<file path="src/rtl/stopwatch_ctrl.sv">
// Stopwatch controller: run/pause/lap/clear sequencing for a centisecond
// prescaler and a four-digit BCD cascade (SS.CC, 00.00 .. 59.99).
//
// state | meaning
// ------+-----------------------------------------------------------
// IDLE  | zeroed and stopped, waiting for start
// RUN   | counting, display shows the live digits
// LAP   | counting, display frozen on the captured lap digits
// STOP  | paused, live digits and partial prescaler count retained
module stopwatch_ctrl #(
    parameter int TICK_DIV  = 100000,
    parameter int PRE_WIDTH = 17
) (
    input  logic       clk,
    input  logic       reset_n,
    input  logic       start_stop,
    input  logic       lap,
    input  logic       clear,
    output logic       running,
    output logic       lap_active,
    output logic       wrap,
    output logic [3:0] cs_ones,
    output logic [3:0] cs_tens,
    output logic [3:0] s_ones,
    output logic [3:0] s_tens
);

    typedef enum logic [1:0] {
        IDLE = 2'd0,
        RUN  = 2'd1,
        LAP  = 2'd2,
        STOP = 2'd3
    } state_t;

    localparam logic [PRE_WIDTH-1:0] PRE_MAX  = PRE_WIDTH'(TICK_DIV - 1);
    localparam logic [PRE_WIDTH-1:0] PRE_ZERO = '0;
    localparam logic [PRE_WIDTH-1:0] PRE_ONE  = PRE_WIDTH'(1);

    state_t               state;
    state_t               state_nxt;
    logic [PRE_WIDTH-1:0] pre;
    logic [3:0]           live_cs_ones, live_cs_tens, live_s_ones, live_s_tens;
    logic [3:0]           lap_cs_ones, lap_cs_tens, lap_s_ones, lap_s_tens;

    logic active;
    logic tick;
    logic do_clear;
    logic do_capture;
    logic at_max;

    // Qualifiers shared by the datapath registers.
    always_comb begin
        active     = (state == RUN) || (state == LAP);
        tick       = active && (pre == PRE_MAX);
        do_clear   = (state == STOP) && clear;
        do_capture = (state == RUN) && lap && !start_stop;
        at_max     = (live_s_tens == 4'd5) && (live_s_ones == 4'd9) &&
                     (live_cs_tens == 4'd9) && (live_cs_ones == 4'd9);
    end

    // State register.
    always_ff @(posedge clk or negedge reset_n) begin
        if (!reset_n) state <= IDLE;
        else          state <= state_nxt;
    end

    // Next-state logic; start_stop outranks lap, clear outranks start_stop.
    always_comb begin
        state_nxt = state;
        unique case (state)
            IDLE: if (start_stop) state_nxt = RUN;
            RUN: begin
                if (start_stop) state_nxt = STOP;
                else if (lap)   state_nxt = LAP;
            end
            LAP: begin
                if (start_stop) state_nxt = STOP;
                else if (lap)   state_nxt = RUN;
            end
            STOP: begin
                if (clear)           state_nxt = IDLE;
                else if (start_stop) state_nxt = RUN;
            end
            default: state_nxt = IDLE;
        endcase
    end

    // Output decode: status flags and the live/lap display mux.
    always_comb begin
        running    = active;
        lap_active = (state == LAP);
        cs_ones    = live_cs_ones;
        cs_tens    = live_cs_tens;
        s_ones     = live_s_ones;
        s_tens     = live_s_tens;
        if (state == LAP) begin
            cs_ones = lap_cs_ones;
            cs_tens = lap_cs_tens;
            s_ones  = lap_s_ones;
            s_tens  = lap_s_tens;
        end
    end

    // Prescaler: counts only while active, holds in STOP so a pause keeps the partial tick.
    always_ff @(posedge clk or negedge reset_n) begin
        if (!reset_n)      pre <= PRE_ZERO;
        else if (do_clear) pre <= PRE_ZERO;
        else if (active)   pre <= (pre == PRE_MAX) ? PRE_ZERO : pre + PRE_ONE;
    end

    // Digit cascade: all carries resolved combinationally so every digit moves on the same tick edge.
    always_ff @(posedge clk or negedge reset_n) begin
        if (!reset_n) begin
            live_cs_ones <= 4'd0;
            live_cs_tens <= 4'd0;
            live_s_ones  <= 4'd0;
            live_s_tens  <= 4'd0;
        end else if (do_clear) begin
            live_cs_ones <= 4'd0;
            live_cs_tens <= 4'd0;
            live_s_ones  <= 4'd0;
            live_s_tens  <= 4'd0;
        end else if (tick) begin
            live_cs_ones <= (live_cs_ones == 4'd9) ? 4'd0 : live_cs_ones + 4'd1;
            if (live_cs_ones == 4'd9)
                live_cs_tens <= (live_cs_tens == 4'd9) ? 4'd0 : live_cs_tens + 4'd1;
            if ((live_cs_ones == 4'd9) && (live_cs_tens == 4'd9))
                live_s_ones <= (live_s_ones == 4'd9) ? 4'd0 : live_s_ones + 4'd1;
            if ((live_cs_ones == 4'd9) && (live_cs_tens == 4'd9) && (live_s_ones == 4'd9))
                live_s_tens <= (live_s_tens >= 4'd5) ? 4'd0 : live_s_tens + 4'd1;
        end
    end

    // Lap registers: snapshot of the pre-edge live digits when LAP is entered.
    always_ff @(posedge clk or negedge reset_n) begin
        if (!reset_n) begin
            lap_cs_ones <= 4'd0;
            lap_cs_tens <= 4'd0;
            lap_s_ones  <= 4'd0;
            lap_s_tens  <= 4'd0;
        end else if (do_clear) begin
            lap_cs_ones <= 4'd0;
            lap_cs_tens <= 4'd0;
            lap_s_ones  <= 4'd0;
            lap_s_tens  <= 4'd0;
        end else if (do_capture) begin
            lap_cs_ones <= live_cs_ones;
            lap_cs_tens <= live_cs_tens;
            lap_s_ones  <= live_s_ones;
            lap_s_tens  <= live_s_tens;
        end
    end

    // Rollover flag, registered so it is high exactly in the cycle after the 59.99 -> 00.00 edge.
    always_ff @(posedge clk or negedge reset_n) begin
        if (!reset_n) wrap <= 1'b0;
        else          wrap <= tick && at_max;
    end

endmodule

</file>
<file path="config.mk">
export PLATFORM = sky130hd
export DESIGN_NAME = stopwatch_ctrl
export DESIGN_NICKNAME = d
export VERILOG_FILES = /design/src/rtl/stopwatch_ctrl.sv
export SDC_FILE = /design/constraint.sdc
export NUM_CORES = 1
export LEC_CHECK = 0
export CORE_UTILIZATION = 52
export CTS_CLUSTER_DIAMETER = 40
export DETAILED_ROUTE_END_ITERATION = 8
export GPL_TIMING_DRIVEN = 0
export PLACE_DENSITY = 0.75
export SLEW_MARGIN = 20
export SYNTH_ARGS = -nofsm -noshare
export SYNTH_HDL_FRONTEND = slang
export SYNTH_SLANG_ARGS = --single-unit
</file>
<file path="constraint.sdc">
create_clock -name clk -period 1.8 [get_ports clk]
set_input_delay 0.18 -clock clk [delete_from_list [all_inputs] [get_ports clk]]
set_output_delay 0.18 -clock clk [all_outputs]
set_load 0.1 [all_outputs]
</file>
==> summary.md, run 1 <==
| Metric | Value |
|---|---|
| Tightest Hold Check Type | `in -> async` |
| Synthesis-stage register bit count | `52` |
| Synthesized net count | `339` |
| Cell with the largest stage delay on the worst path | `dfrtp_1` |
| Mapped Cells | `320` |
| Diodes inserted | `0` |
| Share of the clock period used by the worst path after layout | `109%` |
| Largest vdd supply drop | `953 uV` |
| Last weighted congestion value of the routability-driven placer | `0.855` |
| Kind of capture point of the worst setup path | `output port` |
| Number of synthesized flops with an enable pin | `0` |
| Rel. slew slack | `37.1%` |
| Peak Freq | `0.508 GHz` |
| Count of pins on the block boundary | `24` |
| Post-layout min period | `1.97 ns` |
| Number of slew-limit violations in the final report | `0` |
| Summed instance area of the synthesized netlist | `2920 um^2` |
| Post-DR wirelength/cell | `17.0 um` |
| Slowest cell delay on critical path | `0.43 ns` |
| Buf/Inv on CP | `4` |
| Layout cell share with drive strength beyond 1 | `36.8%` |
| Top cells by area, synth | `dfrtp_1 45%, nand2_1 7.1%, ha_1 6.0%` |
| Number of CTS-inserted buffers | `5` |
| Worst Setup Slack post-DPL | `-0.730 ns` |
| Static leakage power | `1.95 nW` |
| Worst slack on hold paths | `0.431 ns` |
| Critical Path Start Type | `register` |
| Starting utilization of the core area | `55.4%` |
| HPWL after detailed placement | `4600 um` |
| Setup violation total in the final timing report | `22` |
| Number of global-route vias before repair | `2,444` |
| Width of the die | `76.9 um` |
| First-pass GRT wire length | `12,100 um` |
| Final-report hold violation count | `0` |
| Largest net degree at the start of global routing | `53` |
| Detail-routed via count per cell | `5.69` |
| Power density normalized to cell area | `1720 nW/um^2` |
| Buffer depth of the longest clock path | `2` |
| Height of the die | `76.9 um` |
| Post-synth top area share | `44.6%` |
| CTS H-Tree Depth | `2` |
| Global routing usage summed across all routing layers | `26.3%` |
| Library cell appearing most often on the critical path | `clkbuf_16` |
| Vias after detailed routing | `2,578` |
| Post-DRT Antenna Nets | `0` |
| Number of antenna violations at the first check in global routing | `0` |
| Worst-margin pin slew | `0.947 ns` |
| Sinks on the clock net | `52` |
| Post-route setup TNS | `-2.28 ns` |
| Die area | `5920 um^2` |
| Ys async rst share | `100%` |
| Synthesized area per cell | `9.13 um^2` |
| Synth Warn # | `0` |
| Number of max-cap violations | `0` |
| Maximum fanout encountered on the critical timing path | `6` |
| Most common cell in the synthesized netlist | `nand2_1` |
| CTS root buffer | `clkbuf_8` |
| Run status | `finished, violations left` |
| Largest area contributor in the netlist | `dfrtp_1` |
| Most frequent cells after synthesis | `55 x nand2_1, 52 x dfrtp_1, 27 x a21oi_1, 26 x nor2_1, 19 x o21ai_0` |
| Largest clock skew in the final design | `0.0121 ns` |
| Main flop type after synthesis | `dfrtp_1` |
| Setup WS post-layout | `-0.170 ns` |
| Total Nets Final | `401` |
| Floorplan Core Area | `5270 um^2` |
| Area overhead of the layout relative to synthesis | `46.6%` |
| Unrepaired setup endpoints after global routing | `true` |
| CP Class | `reg -> out` |
| Wire length reported by the detailed router | `7700 um` |
| CTS tree | `built` |
| Unique cell type count in the Yosys netlist | `45` |
| Share of the yosys chip area belonging to registers | `44.6%` |
| WP data required | `1.62 ns` |
| Worst Path Arrival | `1.79 ns` |
| Global-route congestion overflow total | `0` |
| Violations in the final reports | `setup timing` |
| Violation count after the first detailed-route iteration | `139` |
| Worst skew pair latency | `0.31 ns` |
| Cells traversed along the worst timing path | `inv_2 > ha_4 > clkbuf_16 > clkbuf_16 > mux2_4 > buf_12` |
| Post-CTS clock slew at the launch and capture registers of the worst setup and hold paths | `0.10 ns` |
| Number of rows in the core area | `26` |
| Number of remaining DRC errors | `0` |
| Crit path max-delay family | `buffers and inverters` |
| Number of I/O port buffers | `23` |
| DRT Pass-1 Iters | `4` |
[worst paths after layout]
path	from	endpoint	slack, ns	cells after the start
min in group clk	pre[16]	pre[16]	0.52	1
worst max-delay path	state[0]	s_ones[3]	-0.17	6
worst min-delay path	reset_n	live_s_tens[2]	0.43	2
worst max register to register	state[0]	pre[12]	-0.06	9
worst min register to register	pre[16]	pre[16]	0.52	1
max in group asynchronous	reset_n	live_cs_ones[0]	0.88	2
[where the power goes]
group | total (mW) | switching, mW | internal, mW
clock network | 0.713 | 0.401 | 0.312
logic | 4.78 | 2.80 | 1.98
registers | 1.88 | 0.395 | 1.49
total | 7.38 | 3.59 | 3.78
[worst register-to-register path, cell delays in order, from the launching register on]
cell and delay (ns):
dfrtp_1 0.43, buf_4 0.15, buf_4 0.12, ha_2 0.22, a21oi_4 0.29, buf_6 0.16
nor3_4 0.04, nand3_1 0.10, xor2_1 0.17, nor2_1 0.06
[cell usage in the layout, fill, tap and decap left out, types with 3 or more instances in the layout]
master           Yosys  layout
dfrtp_1             52      48
nand2_1             55      45
buf_4                0      27
nor2_1              26      21
a21oi_1             27      19
buf_12               0      17
nand3_1             17      15
mux2_4               0      11
inv_1               13      10
o21ai_0             19      10
buf_6                1       9
ha_1                14       9
clkbuf_8             0       8
nand2_4              0       6
xnor2_1              6       6
a21oi_2              0       6
o21ai_4              0       5
and4_1               6       5
xor2_1               5       5
o31ai_1              5       5
nand2b_1             6       5
nand4_1              5       5
clkbuf_16            0       4
nor2b_1              4       4
nand2_2              0       4
dfrtp_2              0       4
inv_2                0       3
nor2_4               0       3
mux2i_1              3       3
or3_4                0       3
o21ai_1              0       3
and3_1               3       3
ha_2                 0       3
clkdlybuf4s50_1      0       3
[logic make-up (layout without fill, tap and decap cells)]
group                      after synthesis  after routing  synth area share [%]
DFF                                     52             52                  44.6
AOI/OAI and AO/OA                       60             60                  11.7
muxes                                   14             14                  5.27
buffers and inverters                   24             87                  3.34
and+or+nand+nor                        145            145                  25.9
xor gates and xnor gates                11             11                  3.30
adders and majority gates               14             14                  6.00
[state kept, by name (all words and copies together), names as in the netlist]
name,count
lap_s_tens,4
live_cs_tens,4
lap_cs_tens,4
live_s_tens,4
lap_s_ones,4
pre,17
live_cs_ones,4
live_s_ones,4
wrap,1
state,2
lap_cs_ones,4
[through the flow]
stage	instance area (um^2)	total power [mW]	util [%]	instances
2_1_floorplan	3150	4.66	-	320
3_3_place_gp	3470	5.34	65.9	413
3_5_place_dp	3470	5.40	65.8	413
4_1_cts	3920	6.72	74.3	436
5_1_grt	4280	7.70	81.2	453
6_report	4280	7.38	81.2	453
[routing by layer]
metal,share of wire (%),up-vias,track usage [%]
li1,-,1239,-
met5,0,-,0
met1,44,1274,34.8
met2,52,54,45.4
met3,2.5,11,3.69
met4,1.4,0,5.77
[what timing repair did]
| item | CTS | global route |
|---|---|---|
| hold buffers | 1 | 0 |
| pin swaps | 7 | 19 |
| gates cloned | 2 | 0 |
| resized for setup | 175 | 62 |
| endpoints found under the setup margin | 57 | 65 |
| hold endpoints to repair | 52 | 0 |
| setup buffers | 14 | 17 |
[cell type report]
class | count | area (um^2)
Buffer | 9 | 134
Clock buffer | 6 | 82.6
Clock inverter | 2 | 15.0
Fill cell | 311 | 990
Inverter | 13 | 48.8
Multi-Input combinational cell | 244 | 1900
Sequential cell | 52 | 1310
Tap cell | 70 | 87.6
Timing Repair Buffer | 57 | 702
Power figures use the tool's default switching activity.
==> inputs of run 2 (changes only) <==
--- a/config.mk
+++ b/config.mk
@@ -5,12 +5,15 @@
 export SDC_FILE = /design/constraint.sdc
 export NUM_CORES = 1
 export LEC_CHECK = 0
-export CORE_UTILIZATION = 52
+export CELL_PAD_IN_SITES_DETAIL_PLACEMENT = 0
+export CELL_PAD_IN_SITES_GLOBAL_PLACEMENT = 1
+export CORE_UTILIZATION = 40
 export CTS_CLUSTER_DIAMETER = 40
 export DETAILED_ROUTE_END_ITERATION = 8
 export GPL_TIMING_DRIVEN = 0
-export PLACE_DENSITY = 0.75
+export PLACE_DENSITY_LB_ADDON = 0.1
 export SLEW_MARGIN = 20
 export SYNTH_ARGS = -nofsm -noshare
 export SYNTH_HDL_FRONTEND = slang
 export SYNTH_SLANG_ARGS = --single-unit
+export TNS_END_PERCENT = 10
==> summary.md, run 2 (synthesis results as in run 1) <==
| Metric | Value |
|---|---|
| Cell area after placement | `3450 um^2 (was 3470 um^2)` |
| Share of the clock period used by the worst path after layout | `107% (was 109%)` |
| DRT Pass-1 Iters | `4 (unchanged)` |
| Area overhead of the layout relative to synthesis | `41.1% (was 46.6%)` |
| Number of slew-limit violations in the final report | `0 (unchanged)` |
| Width of the die | `87.4 um (was 76.9 um)` |
| Number of global-route vias before repair | `2,386 (was 2,444)` |
| Largest vdd supply drop | `953 uV (about the same)` |
| Post-layout min period | `1.93 ns (was 1.97 ns)` |
| Diodes inserted | `0 (unchanged)` |
| Clock power share | `10.3% (was 9.7%)` |
| WP data required | `1.62 ns (about the same)` |
| Starting utilization of the core area | `42.3% (was 55.4%)` |
| Peak Freq | `0.517 GHz (was 0.508 GHz)` |
| HPWL after detailed placement | `4700 um (was 4600 um)` |
| Vias after detailed routing | `2,462 (was 2,578)` |
| Number of remaining DRC errors | `0 (unchanged)` |
| Post-CTS clock slew at the launch and capture registers of the worst setup and hold paths | `0.10 ns (about the same)` |
| Leading cell type in the layout, fill and taps excluded | `dfrtp_1 (unchanged)` |
| Critical Path Start Type | `register (unchanged)` |
| Die area | `7650 um^2 (was 5920 um^2)` |
| CP Class | `reg -> out (unchanged)` |
| Static leakage power | `1.81 nW (was 1.95 nW)` |
| Total Nets Final | `396 (was 401)` |
| Final cell utilization of the core | `59.7% (was 81.2%)` |
| Largest Register | `pre (unchanged)` |
| Number of max-cap violations | `0 (unchanged)` |
| Post-DR wirelength/cell | `15.1 um (was 17.0 um)` |
| Violation count after the first detailed-route iteration | `108 (was 139)` |
| Maximum fanout encountered on the critical timing path | `7 (was 6)` |
| Worst-margin pin slew | `0.951 ns (was 0.947 ns)` |
| Share of total power in combinational logic | `62.7% (was 64.8%)` |
| Worst skew pair latency | `0.31 ns (about the same)` |
| Setup violation total in the final timing report | `22 (unchanged)` |
| Number of rows in the core area | `30 (was 26)` |
| Count of pins on the block boundary | `24 (unchanged)` |
| CTS root buffer | `clkbuf_8 (unchanged)` |
| Sinks on the clock net | `52 (unchanged)` |
| Worst flop-to-flop path startpoint | `pre[1] (was state[0])` |
| Global routing usage summed across all routing layers | `20.3% (was 26.3%)` |
| Kind of capture point of the worst setup path | `output port (unchanged)` |
| Cell internal power dissipation | `3.54 mW (was 3.78 mW)` |
| Unrepaired setup endpoints after global routing | `true (unchanged)` |
| Violations in the final reports | `setup timing (unchanged)` |
| Worst Setup Slack post-DPL | `-0.749 ns (was -0.730 ns)` |
| CTS tree | `built (unchanged)` |
| CTS H-Tree Depth | `2 (unchanged)` |
| Setup WS post-layout | `-0.133 ns (was -0.170 ns)` |
| Power density normalized to cell area | `1680 nW/um^2 (was 1720 nW/um^2)` |
| Finished layout cell area | `4120 um^2 (was 4280 um^2)` |
| Last weighted congestion value of the routability-driven placer | `0.732 (was 0.855)` |
| Rel. slew slack | `36.9% (was 37.1%)` |
| Buffer depth of the longest clock path | `2 (unchanged)` |
| Post-DRT Antenna Nets | `0 (unchanged)` |
| Worst Path Arrival | `1.75 ns (was 1.79 ns)` |
| Wire length reported by the detailed router | `7180 um (was 7700 um)` |
| Flip-flop count of the largest register after layout | `17 (unchanged)` |
| Detail-routed via count per cell | `5.19 (was 5.69)` |
| Largest clock skew in the final design | `0.00830 ns (was 0.0121 ns)` |
| Run status | `finished, violations left (unchanged)` |
| Final-report hold violation count | `0 (unchanged)` |
| Number of I/O port buffers | `23 (unchanged)` |
| Largest net degree at the start of global routing | `53 (unchanged)` |
| Proportion of power drawn by flip-flops and latches | `27.0% (was 25.5%)` |
| Layout cell share with drive strength beyond 1 | `32.5% (was 36.8%)` |
| Switching power | `3.38 mW (was 3.59 mW)` |
| Beginning of the critical path | `state[0] (unchanged)` |
| Floorplan Core Area | `6910 um^2 (was 5270 um^2)` |
| Global-route congestion overflow total | `0 (unchanged)` |
| First-pass GRT wire length | `12,000 um (was 12,100 um)` |
| Number of antenna violations at the first check in global routing | `0 (unchanged)` |
| Fraction of power spent switching nets | `48.9% (was 48.7%)` |
| Most frequent cells in the layout | `48 x dfrtp_1, 47 x nand2_1, 27 x buf_4, 23 x a21oi_1, 22 x nor2_1 (was 48 x dfrtp_1, 45 x nand2_1, 27 x buf_4, 21 x nor2_1, 19 x a21oi_1)` |
| Tightest Hold Check Type | `in -> async (unchanged)` |
| Number of CTS-inserted buffers | `5 (unchanged)` |
| Height of the die | `87.4 um (was 76.9 um)` |
[run 2: per-layer routing]
layer  track usage [%]  part of all wire, %
met3              2.84                  1.4
met2              34.5                   49
met5                 0                    0
met4              4.47                 0.74
met1              27.3                   49
[run 2: per-stage QoR]
stage               power, mW  instances  TNS [ns]  hold WS (ns)
finish                   6.92        474     -1.49         0.452
detailed placement       5.32        439    -24.20         0.265
global route             7.30        474     -3.36         0.529
global placement         5.29        439    -82.54         0.499
floorplan                4.56        320     -1.04        -0.116
CTS                      6.60        455     -2.62         0.471
[run 2: layout make-up]
cell class,instances,area (um^2)
clock inverters,1,7.51
inverters,13,48.8
multi-input cells,244,1810
repair buffers,51,599
well taps,96,120
fillers,631,2790
plain buffers,10,141
flip-flops and latches,52,1310
clock buffers,7,86.3
[run 2: worst max-delay path: stages, from the launching register on]
cell and delay, ns:
dfrtp_1 0.40, inv_2 0.07, ha_4 0.16, clkbuf_16 0.16, clkbuf_16 0.16, mux2_4 0.31, buf_12 0.17
[run 2: path summary, 6_finish.rpt]
check                                  end  slack (ns)  cells past startpoint
min in group clk                   pre[16]        0.52                      1
hold reg to reg                    pre[16]        0.52                      1
hold / removal              live_s_tens[0]        0.45                      2
max in group asynchronous  live_cs_tens[1]        0.85                      2
setup / recovery                cs_ones[2]       -0.13                      6
setup reg to reg            live_s_ones[2]       -0.09                      7
[run 2: power groups by stage]
stage / registers [mW] / clock network [mW] / logic, mW
after floorplan: 1.77 / 0 / 2.79
after global placement: 1.87 / 0 / 3.42
after detailed placement: 1.88 / 0 / 3.43
after CTS: 1.84 / 0.739 / 4.02
after global routing: 1.92 / 0.773 / 4.62
final: 1.87 / 0.713 / 4.34
[run 2: timing repair]
item	CTS	global route
setup endpoints to repair	63	60
hold buffers	1	0
gates cloned	1	1
endpoints found under the hold margin	52	0
resized for setup	174	42
buffers inserted	7	18
pin swaps	1	17
